File: config.mk
export PLATFORM = sky130hd
export DESIGN_NAME = conv_addr_gen
export DESIGN_NICKNAME = d
export VERILOG_FILES = /design/src/rtl/conv_addr_gen.sv
export SDC_FILE = /design/constraint.sdc
export NUM_CORES = 2
export LEC_CHECK = 0
export ABC_CLOCK_PERIOD_IN_PS = 30000
export BUFFER_PORTS_ARGS = -buffer_cell sky130_fd_sc_hd__buf_4
export CORE_ASPECT_RATIO = 1.5
export CORE_MARGIN = 1.5
export CORE_UTILIZATION = 52
export CTS_BUF_LIST = sky130_fd_sc_hd__clkbuf_8
export CTS_CLUSTER_SIZE = 14
export DETAILED_ROUTE_END_ITERATION = 10
export PLACE_DENSITY = 0.79
export SETUP_SLACK_MARGIN = 0.5
export SYNTH_ARGS = -nofsm -noshare
export SYNTH_HDL_FRONTEND = slang
export SYNTH_SLANG_ARGS = --single-unit
File: constraint.sdc
create_clock -name clk -period 30 [get_ports clk]
set_clock_uncertainty 0.15 [all_clocks]
set_input_delay 3 -clock clk [delete_from_list [all_inputs] [get_ports clk]]
set_output_delay 3 -clock clk [all_outputs]
set_load 0.05 [all_outputs]
File: src/rtl/conv_addr_gen.sv
// conv_addr_gen: sliding-window input address generator streaming one tensor address per handshake
module conv_addr_gen #(
  parameter int ADDR_W = 16,
  parameter int DIM_W  = 16
) (
  input  logic              clk,
  input  logic              reset_n,
  input  logic              start,
  input  logic [ADDR_W-1:0] base_addr,
  input  logic [DIM_W-1:0]  in_h,
  input  logic [DIM_W-1:0]  in_w,
  input  logic [DIM_W-1:0]  in_ch,
  input  logic [DIM_W-1:0]  kernel_h,
  input  logic [DIM_W-1:0]  kernel_w,
  input  logic [DIM_W-1:0]  stride_h,
  input  logic [DIM_W-1:0]  stride_w,
  output logic [ADDR_W-1:0] addr,
  output logic              addr_valid,
  input  logic              addr_ready,
  output logic              win_last,
  output logic              last,
  output logic              idle,
  output logic              done,
  output logic              cfg_err
);
  typedef enum logic [1:0] {S_IDLE, S_SETUP, S_GEN, S_DONE} state_t;
  state_t state, state_n;
  logic [ADDR_W-1:0] base_r, row_step, col_step, wrow_step;
  logic [ADDR_W-1:0] win_row, win_base, row_ptr, win_row_n, win_base_n, row_ptr_n, addr_n;
  logic [DIM_W-1:0] in_h_r, in_w_r, in_ch_r, kh_r, kw_r, sh_r, sw_r;
  logic [DIM_W-1:0] ch_m, kw_m, kh_m, oh_m, ow_m, oh_m_n, ow_m_n, oh_calc, ow_calc, sh_d, sw_d;
  logic [DIM_W-1:0] c, kx, ky, ox, oy, c_n, kx_n, ky_n, ox_n, oy_n;
  logic err, err_n, bad, hs, win_last_n, last_n;
  assign ch_m = in_ch_r - 1'b1;
  assign kw_m = kw_r - 1'b1;
  assign kh_m = kh_r - 1'b1;
  assign sh_d = (sh_r == '0) ? DIM_W'(1) : sh_r;
  assign sw_d = (sw_r == '0) ? DIM_W'(1) : sw_r;
  assign oh_calc = (in_h_r - kh_r) / sh_d;
  assign ow_calc = (in_w_r - kw_r) / sw_d;
  assign bad = (in_ch_r == '0) || (kh_r == '0) || (kw_r == '0) || (sh_r == '0) ||
               (sw_r == '0) || (kh_r > in_h_r) || (kw_r > in_w_r);
  assign hs = (state == S_GEN) && addr_ready;
  assign addr_valid = (state == S_GEN);
  assign idle = (state == S_IDLE);
  assign done = (state == S_DONE);
  assign cfg_err = (state == S_DONE) && err;
  // Within one kernel row the kx/c elements are contiguous, so addr just increments;
  // row, window and window-row transitions jump by precomputed strides.
  always_comb begin
    state_n = state;
    err_n = err;
    oh_m_n = oh_m;
    ow_m_n = ow_m;
    c_n = c;
    kx_n = kx;
    ky_n = ky;
    ox_n = ox;
    oy_n = oy;
    win_row_n = win_row;
    win_base_n = win_base;
    row_ptr_n = row_ptr;
    addr_n = addr;
    if (state == S_IDLE && start) state_n = S_SETUP;
    if (state == S_DONE) state_n = S_IDLE;
    if (state == S_SETUP) begin
      state_n = bad ? S_DONE : S_GEN;
      err_n = bad;
      oh_m_n = oh_calc;
      ow_m_n = ow_calc;
      c_n = '0;
      kx_n = '0;
      ky_n = '0;
      ox_n = '0;
      oy_n = '0;
      win_row_n = base_r;
      win_base_n = base_r;
      row_ptr_n = base_r;
      addr_n = base_r;
    end
    if (hs) begin
      if (last) state_n = S_DONE;
      if (c != ch_m) begin
        c_n = c + 1'b1;
        addr_n = addr + 1'b1;
      end else if (kx != kw_m) begin
        c_n = '0;
        kx_n = kx + 1'b1;
        addr_n = addr + 1'b1;
      end else if (ky != kh_m) begin
        c_n = '0;
        kx_n = '0;
        ky_n = ky + 1'b1;
        row_ptr_n = row_ptr + row_step;
        addr_n = row_ptr + row_step;
      end else if (ox != ow_m) begin
        c_n = '0;
        kx_n = '0;
        ky_n = '0;
        ox_n = ox + 1'b1;
        win_base_n = win_base + col_step;
        row_ptr_n = win_base + col_step;
        addr_n = win_base + col_step;
      end else begin
        c_n = '0;
        kx_n = '0;
        ky_n = '0;
        ox_n = '0;
        oy_n = oy + 1'b1;
        win_row_n = win_row + wrow_step;
        win_base_n = win_row + wrow_step;
        row_ptr_n = win_row + wrow_step;
        addr_n = win_row + wrow_step;
      end
    end
    win_last_n = (state_n == S_GEN) && (c_n == ch_m) && (kx_n == kw_m) && (ky_n == kh_m);
    last_n = win_last_n && (ox_n == ow_m_n) && (oy_n == oh_m_n);
  end
  always_ff @(posedge clk or negedge reset_n) begin
    if (!reset_n) begin
      state <= S_IDLE;
      addr <= '0;
      win_last <= 1'b0;
      last <= 1'b0;
      err <= 1'b0;
      c <= '0;
      kx <= '0;
      ky <= '0;
      ox <= '0;
      oy <= '0;
      oh_m <= '0;
      ow_m <= '0;
      win_row <= '0;
      win_base <= '0;
      row_ptr <= '0;
      base_r <= '0;
      in_h_r <= '0;
      in_w_r <= '0;
      in_ch_r <= '0;
      kh_r <= '0;
      kw_r <= '0;
      sh_r <= '0;
      sw_r <= '0;
      row_step <= '0;
      col_step <= '0;
      wrow_step <= '0;
    end else begin
      state <= state_n;
      addr <= addr_n;
      win_last <= win_last_n;
      last <= last_n;
      err <= err_n;
      c <= c_n;
      kx <= kx_n;
      ky <= ky_n;
      ox <= ox_n;
      oy <= oy_n;
      oh_m <= oh_m_n;
      ow_m <= ow_m_n;
      win_row <= win_row_n;
      win_base <= win_base_n;
      row_ptr <= row_ptr_n;
      if (state == S_IDLE && start) begin
        base_r <= base_addr;
        in_h_r <= in_h;
        in_w_r <= in_w;
        in_ch_r <= in_ch;
        kh_r <= kernel_h;
        kw_r <= kernel_w;
        sh_r <= stride_h;
        sw_r <= stride_w;
      end
      if (state == S_SETUP) begin
        row_step <= ADDR_W'(in_w_r) * ADDR_W'(in_ch_r);
        col_step <= ADDR_W'(sw_r) * ADDR_W'(in_ch_r);
        wrow_step <= ADDR_W'(sh_r) * ADDR_W'(in_w_r) * ADDR_W'(in_ch_r);
      end
    end
  end
endmodule

# Word-level counts from Yosys, hierarchy flattened

Cells that the tools add are included.

Output and inout bits: 22
Input port bits: 132
Register bits: 357
Logic and storage cells: 137

Eq/ne operators: 13
Multiply operators: 4
$lt $le $gt $ge: 2
Add/sub/neg operators: 14
Mux-type cells: 55
Reductions and logical operators: 21
Divide/modulo/power cells: 2

Operators with widths:

| kind                                               | number |
|---|---|
| 2-to-1 mux 16 bit                                  | 49 |
| adder 16 x 1 -> 16 bit, second input constant      | 6 |
| == test 16 bit                                     | 5 |
| logical NOT 16 bit                                 | 5 |
| multiplier 16 x 16 -> 16 bit                       | 4 |
| inequality test 16 bit                             | 4 |
| adder 16 bit                                       | 3 |
| subtractor 16 x 1 -> 16 bit, second input constant | 3 |
| divider 16 x 16 -> 16 bit                          | 2 |
| > comparator 16 bit                                | 2 |
| subtractor 16 bit                                  | 2 |
| 2-to-1 mux 2 bit                                   | 5 |
| logical AND 1 bit                                  | 8 |
| == test 2 bit, second input constant               | 3 |
| logical OR 1 bit                                   | 6 |
| == test 2 x 1 -> 1 bit, second input constant      | 1 |
| logical NOT 2 bit                                  | 1 |
| nonzero test 2 bit                                 | 1 |
| 2-to-1 mux 1 bit                                   | 1 |

# Logic depth before layout (Yosys ltp)

Depth in word-level cells: 17
Depth in mapped cells: 164
Gate-level depth less buffers: 155

# Worst setup path before layout

No wires, ideal clock.

Path type: register to register
Start point: register kh_r[10]
End point: register last
Arrival: 32.463 ns
Period minus slack after synthesis: 32.708 ns
Cell stages (with the launch flop): 155
Required time: 29.754 ns
Slack: -2.708 ns
Path buffers: 12
Setup time: 0.096 ns
Cell sequence: dfrtp_1 clkbuf_1 inv_1 ha_1 a21o_1 a21o_1 a2111oi_0 nand3_1 a21o_1 and2_1 ha_1 a22oi_1 a21oi_1 ha_1 o21a_1 nor2_1 or3_1 clkbuf_1 [... 119 more ...] o21ai_0 a211o_1 and2_1 clkbuf_1 mux2_2 ha_1 a21o_1 a21o_1 a21oi_1 nor2b_1 o21ai_0 or4b_2 o221a_2 xnor2_1 nand4_1 nor4_1 nand4_1 nor4_2

Elaborated cells between the ends (all ways): 38
Classes of those cells: add/sub: 2; div: 1; order compare: 1; eq/ne: 5; mux: 17; reduce/logical: 12

RTL lines:

| item                      | RTL line | source |
|---|---|---|
| from (decl)               | 30       | `logic [DIM_W-1:0] in_h_r, in_w_r, in_ch_r, kh_r, kw_r, sh_r, sw_r;` |
| from (signal assigned)    | 168      | `kh_r <= kernel_h;` |
| subtractor 16 bit         | 39       | `assign oh_calc = (in_h_r - kh_r) / sh_d;` |
| divider 16 x 16 -> 16 bit | 39       |  |
| 2-to-1 mux 16 bit         | 66       | `if (state == S_SETUP) begin` |
| named net oh_m_n[0]       | 31       | `logic [DIM_W-1:0] ch_m, kw_m, kh_m, oh_m, ow_m, oh_m_n, ow_m_n, oh_calc, ow_calc, sh_d, sw_d;` |
| == test 16 bit            | 117      | `last_n = win_last_n && (ox_n == ow_m_n) && (oy_n == oh_m_n);` |
| logical AND 1 bit         | 117      |  |
| named net last_n          | 33       | `logic err, err_n, bad, hs, win_last_n, last_n;` |
| to (signal assigned)      | 151      | `last <= last_n;` |
| to (decl)                 | 21       | `output logic last,` |

The timed path passes the listed nets, and every way through them passes these cells.
A chain may end at the register's enable or synchronous reset.

# Worst setup path after layout

Start point: register kh_r[1]
End point: register last

The elaborated chain is that of the path after synthesis.

==> impl.org <==
** Outcome
- The run finished, with violations left.
- Violated checks :: setup timing

** CTS
- The clock passes through at most 3 buffers.
- Maximum level of the CTS H-tree :: 3
- TritonCTS built the clock tree.
- Hold repair after CTS inserted 0 buffers.
- Clock Sink Count :: approximately 360
- Clock tree synthesis inserted a total of 67 buffers.
- Clock latency on the worst-skew pair, taken at its later pin, is roughly 0.82 ns.
- Clock transition at the registers of the reported paths :: about 0.060 ns
- CTS placed an instance of sky130_fd_sc_hd__clkbuf_8 at the clock tree root.

** STA
- Part of the cycle the worst path needs :: 102.7%
- Unrepaired setup endpoints after global routing :: yes
- The count of final max-slew check failures came to 0.
- Once routing completed, OpenROAD measured the worst setup slack at -0.8004 ns.
- For the pin with the worst max-slew slack, the measured transition is approximately 1.1 ns.
- Summed over all failing endpoints, the final setup total negative slack is -0.8004 ns.
- Final Hold Vio Count :: 0
- Count of final setup violators :: 1
- Measured against its own limit, the worst slew margin works out to 26.25%.
- The smallest clock period supported by the final layout is computed as around 31 ns.
- Achievable clock frequency :: approximately 0.032 GHz

** Routing
- The first TritonRoute pass finished after 10 iterations.
- Number of nets with antenna violations after routing :: 0
- Wire per inst :: around 24 um
- In the routed layout, each cell is associated on average with a via count of about 6.2.
- For this block, the routed nets add up to 196.2 mm of wire.
- First DRT Iteration DRCs :: 4,740
- After detailed routing, the number of remaining DRC violations is 0.
- Via Count :: ~51k

** Floorplan
- The die is about 260 um wide.
- Core area :: roughly 0.098 mm2
- Die area :: 0.1011 mm2
- 154 I/O pins were placed.
- The initialized floorplan defines 141 standard-cell rows.
- The die is between 300 and 400 um tall.
- For this configuration, the core starts out at a cell density of between 50% and 60%.

** Finish
- From synthesis to final layout, the design area changed by 19.60%.
- In the final layout, flip-flops and latches occupy approximately 0.009 mm2.
- The multi-input combinational cells in the finished layout cover a total of around 0.040 mm2.
- After the last flow step, the layout net total stands at 7,881.
- Once layout is done, the placed cells without fillers occupy 0.06169 mm2.
- The post-route netlist has about a fifth of its cells at a drive strength greater than 1.
- Counting the fill cells in the layout gives 8,141.

** Global route
- The via count of the first global-routing pass is 52.24k.
- The first global-routing pass estimated roughly 290 mm of wire.
- Global routing used between 30% and 40% of the available tracks across all layers.
- The initial antenna violation count was 13.
- Entering global routing, the biggest net connects 112 pins.
- After global routing the overflow that remains totals 0.

** Job
- Max-cap violations in this run came to 0.

** Synth
- By count the netlist is led by 710 x sky130_fd_sc_hd__inv_1, 625 x sky130_fd_sc_hd__nand2_1, 560 x sky130_fd_sc_hd__ha_1.
- Syn. warnings :: 0
- When the netlist entered floorplanning its net count stood at around 7.3k.
- Biggest area contributors in the synthesized netlist :: sky130_fd_sc_hd__dfrtp_1 17%, sky130_fd_sc_hd__ha_1 14%, sky130_fd_sc_hd__fa_1 13%, sky130_fd_sc_hd__xnor2_1 5.6%, sky130_fd_sc_hd__mux2_2 5.3%
- Flop and latch count out of synthesis :: between 300 and 400
- The netlist uses 94 different library cells.
- Synth async-reset ratio :: 100.0%
- Of the post-synthesis cell area, the dominant cell type holds about 17%.
- Counting flops with a built-in enable in the synthesized netlist gives 0.
- Synthesis produced a netlist whose cell count is roughly 6.2k.
- Avg Synthesized Cell Area :: between 8 and 9 um2
- Most common cell in the netlist :: sky130_fd_sc_hd__inv_1
- Synthesized area :: around 0.052 mm2
- Part of the Yosys area used for sequential elements :: 17.32%
- Dominant register cell in the synthesized netlist :: sky130_fd_sc_hd__dfrtp_1
- Largest area contributor in the synthesized netlist :: sky130_fd_sc_hd__dfrtp_1

** Setup path
- Crit. End Element :: register
- The largest single stage delay on the critical path is 0.48 ns.
- Crit path launch type :: register
- Counting cells, the worst reg-to-reg path comes to 147.
- Largest driver fanout on the critical path :: 5
- Required @ worst endpoint :: 30.52 ns
- The worst setup path is of the reg -> reg kind.
- Worst EP arrival :: 31.32 ns
- Most frequent cell on the critical path :: sky130_fd_sc_hd__o21a_1
- Slowest library cell on the worst path :: sky130_fd_sc_hd__or4b_4

** Place
- The congestion estimate from routability-driven global placement came to around 1.1.
- # port buffers :: between 150 and 200
- Detailed Place HPWL :: roughly 150 mm
- Summing all placed instances gives a cell area of approximately 0.058 mm2.

** Worst hold path
- Hold Path Cell Cnt :: 1
- Hold crit path type :: reg -> reg
## cells in the final DEF, fill, tap and decap left out, types with 14 or more instances in the layout
| cell type | count |
|---|---|
| sky130_fd_sc_hd__o21ai_2 | 23 |
| sky130_fd_sc_hd__and2_1 | 225 |
| sky130_fd_sc_hd__nor2b_1 | 41 |
| sky130_fd_sc_hd__nor4_1 | 38 |
| sky130_fd_sc_hd__dfrtp_1 | 355 |
| sky130_fd_sc_hd__mux2_2 | 233 |
| sky130_fd_sc_hd__nor3_1 | 188 |
| sky130_fd_sc_hd__buf_4 | 820 |
| sky130_fd_sc_hd__and3_1 | 78 |
| sky130_fd_sc_hd__or2_2 | 26 |
| sky130_fd_sc_hd__a211oi_1 | 35 |
| sky130_fd_sc_hd__nand2b_1 | 50 |
| sky130_fd_sc_hd__nand3_1 | 116 |
| sky130_fd_sc_hd__a31oi_1 | 25 |
| sky130_fd_sc_hd__fa_1 | 325 |
| sky130_fd_sc_hd__ha_1 | 519 |
| sky130_fd_sc_hd__or3_1 | 42 |
| sky130_fd_sc_hd__o21ai_0 | 275 |
| sky130_fd_sc_hd__xnor2_1 | 329 |
| sky130_fd_sc_hd__o21bai_1 | 39 |
| sky130_fd_sc_hd__clkbuf_8 | 81 |
| sky130_fd_sc_hd__inv_1 | 709 |
| sky130_fd_sc_hd__a22o_1 | 14 |
| sky130_fd_sc_hd__a21boi_0 | 33 |
| sky130_fd_sc_hd__o211ai_1 | 38 |
| sky130_fd_sc_hd__o21ai_1 | 23 |
| sky130_fd_sc_hd__nor3b_1 | 20 |
| sky130_fd_sc_hd__mux2i_1 | 29 |
| sky130_fd_sc_hd__nor2_1 | 366 |
| sky130_fd_sc_hd__a21o_1 | 105 |
| sky130_fd_sc_hd__xor2_1 | 132 |
| sky130_fd_sc_hd__o31a_1 | 20 |
| sky130_fd_sc_hd__o21a_1 | 144 |
| sky130_fd_sc_hd__nand2_1 | 619 |
| sky130_fd_sc_hd__ha_4 | 38 |
| sky130_fd_sc_hd__o31ai_1 | 23 |
| sky130_fd_sc_hd__o22ai_1 | 15 |
| sky130_fd_sc_hd__a21oi_1 | 228 |
| sky130_fd_sc_hd__a21oi_2 | 23 |
| sky130_fd_sc_hd__nand4_1 | 63 |
## metal layers
metal	share of wire, %	up-vias	track usage, %
li1	-	22630	-
met1	33	24510	39.44
met2	46	2783	62.96
met3	9.1	1122	9.331
met4	11	6	36.13
met5	0.020	-	0.1462
## path summary, 6_finish.rpt
kind                       startpoint    endpoint  slack (ns)
setup / recovery              kh_r[1]        last       -0.80
hold / removal              base_r[5]   base_r[5]        0.36
setup reg to reg              kh_r[1]        last       -0.80
hold reg to reg             base_r[5]   base_r[5]        0.36
max in group asynchronous     reset_n    oh_m[10]       25.03
min in group asynchronous     reset_n  row_ptr[4]        2.05
## through the flow
| stage | utilization [%] | worst slack (ns) | hold slack, ns | instances |
|---|---|---|---|---|
| 3_3_place_gp | 58.48 | -2.693 | 0.3306 | 7919 |
| 4_1_cts | 61.37 | -0.1661 | 0.3626 | 8127 |
| 3_5_place_dp | 58.48 | -2.891 | 0.3463 | 7919 |
| 2_1_floorplan | - | 0.04275 | 0.3029 | 6234 |
| 6_report | 62.66 | -0.8004 | 0.3622 | 8214 |
| 5_1_grt | 62.64 | -1.895 | 0.3841 | 8207 |
## cells by family after synthesis
group                      synth area share [%]
AOI/OAI and AO/OA                         15.99
xor gates and xnor gates                  8.239
adders and majority gates                 26.20
buffers and inverters                     7.288
DFF                                       17.32
muxes                                     5.992
and+or+nand+nor                           18.97
## area by class of cell
| type | count | area share, % |
|---|---|---|
| multi-input cells | 4887 | 65.55 |
| repair buffers | 837 | 10.33 |
| diodes | 10 | 0.04057 |
| flip-flops and latches | 357 | 14.49 |
| inverters | 714 | 4.363 |
| clock buffers | 81 | 1.807 |
| clock inverters | 41 | 0.8154 |
| well taps | 1287 | 2.610 |
## worst max-delay path, delay by kind of cell (launching register included)
kind	cells	cell delay, ns
compound gates	87	17.29
fa+ha+maj	17	4.43
mux	5	1.58
xor+xnor	1	0.15
buf+inv	9	1.46
simple gates	28	5.16
flops	1	0.39
## timing repair
item | in CTS | in global routing
pin swaps | 92 | 171
endpoints found under the hold margin | 0 | 0
gates cloned | 1 | 0
buffers inserted | 85 | 77
endpoints found under the setup margin | 3 | 5
resized for setup | 95 | 156
Power is not shown: default switching activity piles up to over one toggle a cycle in this logic, so the estimate is an artifact.
